## config.mk

```make
export PLATFORM = sky130hd
export DESIGN_NAME = ppl_skid_buf
export DESIGN_NICKNAME = d
export VERILOG_FILES = /design/src/rtl/ppl_skid_buf_pkg.sv /design/src/rtl/ppl_skid_buf.sv
export SDC_FILE = /design/constraint.sdc
export NUM_CORES = 1
export LEC_CHECK = 0
export CELL_PAD_IN_SITES_DETAIL_PLACEMENT = 0
export CELL_PAD_IN_SITES_GLOBAL_PLACEMENT = 1
export CORE_MARGIN = 5
export CORE_UTILIZATION = 50
export DETAILED_ROUTE_END_ITERATION = 10
export DONT_BUFFER_PORTS = 1
export GPL_TIMING_DRIVEN = 0
export PLACE_DENSITY_LB_ADDON = 0.1
export SLEW_MARGIN = 20
export SYNTH_ARGS = -nofsm -noshare
export SYNTH_HDL_FRONTEND = slang
export SYNTH_SLANG_ARGS = --single-unit
```

## constraint.sdc

```tcl
create_clock -name clk -period 1.9 [get_ports clk]
set_clock_uncertainty 0.15 [all_clocks]
set_input_delay 0.38 -clock clk [delete_from_list [all_inputs] [get_ports clk]]
set_output_delay 0.38 -clock clk [all_outputs]
set_load 0.02 [all_outputs]
```

## src/rtl/ppl_skid_buf_pkg.sv

```systemverilog
// Shared types for the skid-buffer pipeline stage.
// The state encoding doubles as the occupancy count.
package ppl_skid_buf_pkg;

    typedef enum logic [1:0] {
        PSB_EMPTY = 2'd0,
        PSB_ONE   = 2'd1,
        PSB_FULL  = 2'd2
    } psb_state_t;

    function automatic logic [1:0] occFromState(input psb_state_t state);
        return state;
    endfunction

endpackage

```

## src/rtl/ppl_skid_buf.sv

```systemverilog
// Two-entry elastic pipeline stage (main + skid) with valid/ready on both sides.
// Every output decodes from flops, so there is no combinational path from m_ready to s_ready.
module ppl_skid_buf
    import ppl_skid_buf_pkg::*;
#(
    parameter int WIDTH = 32
) (
    input  logic             clk,
    input  logic             rst_n,
    input  logic             flush,
    input  logic             s_valid,
    output logic             s_ready,
    input  logic [WIDTH-1:0] s_data,
    output logic             m_valid,
    input  logic             m_ready,
    output logic [WIDTH-1:0] m_data,
    output logic [1:0]       occ
);

    psb_state_t       r_state;
    logic [WIDTH-1:0] r_main;
    logic [WIDTH-1:0] r_skid;
    logic             w_acc;
    logic             w_pop;

    assign m_valid = (r_state != PSB_EMPTY);
    assign s_ready = (r_state != PSB_FULL);
    assign m_data  = r_main;
    assign occ     = occFromState(r_state);

    assign w_acc = s_valid & s_ready;
    assign w_pop = m_valid & m_ready;

    // The skid entry only ever holds the payload younger than main, so a pop from FULL promotes it.
    always_ff @(posedge clk or negedge rst_n) begin
        if (!rst_n) begin
            r_state <= PSB_EMPTY;
            r_main  <= '0;
            r_skid  <= '0;
        end else if (flush) begin
            r_state <= PSB_EMPTY;
        end else begin
            unique case (r_state)
                PSB_EMPTY: begin
                    if (w_acc) begin
                        r_main  <= s_data;
                        r_state <= PSB_ONE;
                    end
                end
                PSB_ONE: begin
                    if (w_acc && w_pop) begin
                        r_main <= s_data;
                    end else if (w_acc) begin
                        r_skid  <= s_data;
                        r_state <= PSB_FULL;
                    end else if (w_pop) begin
                        r_state <= PSB_EMPTY;
                    end
                end
                PSB_FULL: begin
                    if (w_pop) begin
                        r_main  <= r_skid;
                        r_state <= PSB_ONE;
                    end
                end
                default: r_state <= PSB_EMPTY;
            endcase
        end
    end

endmodule

```

==> key figures <==
Run status
  • Run status: finished with violations
  • Failing checks: hold timing, setup timing

Pwr
  • Overall Power: 3.65 mW
  • Seq pwr share: 0.584
  • Net Sw Frac: 0.280
  • Gate power share: 0.140
  • Clock network power share: 0.276
  • Worst VDD drop: 632 uV
  • Psw: 1.02 mW
  • Power Density: 1060 nW/um^2
  • Leak pwr: 1.49 nW
  • Int Power: 2.63 mW

Drt
  • # DRC: 0
  • First-pass iteration count of the detailed router: 3
  • First-iteration detailed-routing DRC count: 33
  • WL final: 5.85 mm
  • Via density: 5.54
  • Mean routed wirelength per cell: 20.3 um
  • Total number of vias: 1596
  • Detail Route Antenna Nets: 0

CTS
  • CTS tree: done
  • Clk slew on worst S/H paths: 0.07 ns
  • CTS Buffer Depth: 2
  • CTS H-tree depth: 3
  • Later-pin clock latency in the skew report: 0.32 ns
  • TritonCTS Sinks: 66
  • Clk Tree Root Cell: clkbuf_8
  • Post-CTS Hold Buffers: 2
  • CTS Buf Count: 9

Place
  • Hpwl dp: 4.11 mm
  • Port bufs: 0
  • Post-DP Area: 3100 um^2
  • Global placement routability congestion: 0.785

Floorplan
  • Initial Util: 0.511
  • Ports: 73
  • Die height: 87.6 um
  • Die area: 7670 um^2
  • Row count: 28
  • Core area: 5890 um^2
  • Die width: 87.6 um

Worst setup path
  • Crit end category: register
  • Critical path's largest stage delay: 0.49 ns
  • WP buf/inv: 3
  • Cell Chain, Critical Path: nor2b_4 > buf_6 > buf_12 > buf_12 > mux2_2 > mux2_2
  • CP Class: register to register
  • CP arrival: 1.97 ns
  • Setup crit start kind: register
  • Crit path from: occ[1]
  • Family with the most delay on the worst path: multiplexers
  • CP required: 1.96 ns
  • Worst r2r src: occ[1]
  • Slowest CP cell: dfrtp_2
  • Crit path max fanout: 10

Run
  • Number of max-cap violations: 0

Timing
  • Hold WS: -0.403 ns
  • Endpoints failing hold: 66
  • Worst slew margin: 0.825
  • Min Clock Period, post-route: 1.90 ns
  • Final setup TNS: -0.00380 ns
  • Worst-Margin Slew: 0.263 ns
  • Final setup margin: -0.00218 ns
  • Final setup viols: 2
  • Final worst-path cycle share: 1.00
  • Max Clock Freq: 526 MHz
  • RSZ-0062 raised after global routing: true
  • Max-slew violations: 0

Synthesis
  • Post-Syn Instances: 188
  • Leading area contributor after synthesis: dfrtp_1
  • Sequential fraction of the synthesis area: 0.549
  • Most used DFF post-synth: dfrtp_1
  • Mean Syn Cell Area: 16.0 um^2
  • Ranking of synthesized cells by area: dfrtp_1 (55%), mux2_2 (29%), mux2_1 (4.1%)
  • Netlist cell types: 20
  • Async SR Flop Fraction: 1.00
  • #FFs+latches synth: 66
  • Most common cell in the netlist: mux2_2
  • EDFF count, synth: 0
  • Post-synth top cells: mux2_2 (77), dfrtp_1 (66), mux2_1 (11), mux2_4 (8), buf_6 (7)
  • Cell area after synthesis: 3010 um^2
  • Post-Syn Nets: 225
  • Ys Warns: 0
  • Share of the synthesized area in the top cell type: 0.549

Global routing
  • Number of global-route vias before repair: 1875
  • Largest net degree at the start of global routing: 67
  • First-pass GRT wire length: 9.48 mm
  • Global Route Usage Sum: 0.163
  • Grt ovf: 0
  • Initial antenna violation count: 0

Cells and area
  • Ratio of cells with drive above 1 in the final layout: 0.601
  • Layout area overhead: 15.0%
  • # nets final: 246
  • Fin util: 0.588
  • Antenna diodes: 0
  • Cell area after layout: 3460 um^2
  • Fill count: 462

Min path
  • Hold Path Class: input port to async pin
## power by group through the flow
stage | sequential, mW | clock (mW) | combinational [mW]
after floorplan | 2.07 | 0 | 0.422
after global placement | 2.13 | 0 | 0.447
after detailed placement | 2.16 | 0 | 0.486
after CTS | 2.14 | 1.04 | 0.510
after global routing | 2.17 | 1.12 | 0.556
final | 2.14 | 1.01 | 0.511
## worst paths after layout
| check | endpoint | slack (ns) | cells past startpoint |
|---|---|---|---|
| max | m_data[11] | -0.002 | 6 |
| min reg2reg | r_skid[10] | 0.35 | 1 |
| min | r_skid[3] | -0.40 | 0 |
| max reg2reg | m_data[11] | -0.002 | 6 |
| min in group clk | r_skid[10] | 0.05 | 1 |
| max in group asynchronous | m_data[18] | 1.91 | 0 |
## worst register-to-register path: stages (launching register included)
cell     delay (ns)
dfrtp_2        0.49
nor2b_4        0.19
buf_6          0.13
buf_12         0.12
buf_12         0.13
mux2_2         0.33
mux2_2         0.26
## per-layer routing
| layer | wire (um) | GRT usage | vias up |
|---|---|---|---|
| li1 | - | - | 715 |
| met1 | 2290 | 0.191 | 812 |
| met2 | 2940 | 0.268 | 57 |
| met3 | 528 | 0.0611 | 12 |
| met4 | 101 | 0.0711 | 0 |
| met5 | 0 | 0 | - |
## layout by cell type (no fill, tap or decap)
master,instances
a21oi_4,1
nand2_1,1
mux2_4,20
clkinvlp_4,1
o22a_2,1
or2_2,1
dfrtp_2,2
buf_4,6
o21a_1,1
nand2b_4,1
nand3b_1,1
clkbuf_8,11
nor3_1,1
buf_6,6
clkbuf_1,1
nand2_2,1
nor2b_4,1
nor3b_4,1
buf_8,1
dfrtp_1,64
clkinv_2,3
nor2_1,1
mux2_2,65
a21oi_1,2
nor2b_2,1
buf_12,5
dlygate4sd3_1,2
mux2_1,11
## final cells by class
cell class              instances  area (um^2)  share of cell area
multi-input cells             111         1290               0.372
clock inverters                 3         15.0             0.00434
plain buffers                  10          143              0.0412
flip-flops and latches         66         1650               0.478
well taps                      75         93.8              0.0271
inverters                       1         7.51             0.00217
clock buffers                  12          155              0.0448
repair buffers                 10          105              0.0304
## flip-flops by register name, indices dropped and copies added, names as in the netlist
signal,cells
occ,2
r_skid,32
m_data,32
## logic make-up after synthesis
logic type | share of synthesized area
flops | 0.549
simple gates | 0.0250
compound gates | 0.0146
buf+inv | 0.0424
mux | 0.369
## timing repair
item | 4_1_cts | 5_1_grt
setup endpoints to repair | 61 | 63
setup buffers | 8 | 0
endpoints found under the hold margin | 68 | 66
pin swaps | 2 | 0
gates resized for setup | 12 | 9
cloned | 0 | 0
## metrics by stage
| stage | setup WS [ns] | hold WS [ns] | cells |
|---|---|---|---|
| floorplan | 0.0791 | -0.0656 | 188 |
| global placement | -0.0523 | -0.0637 | 263 |
| detailed placement | -0.114 | -0.0637 | 263 |
| CTS | -0.00602 | -0.422 | 288 |
| global route | -0.0796 | -0.429 | 288 |
| finish | -0.00218 | -0.403 | 288 |
Note: power is estimated with default switching activity, not from simulation.
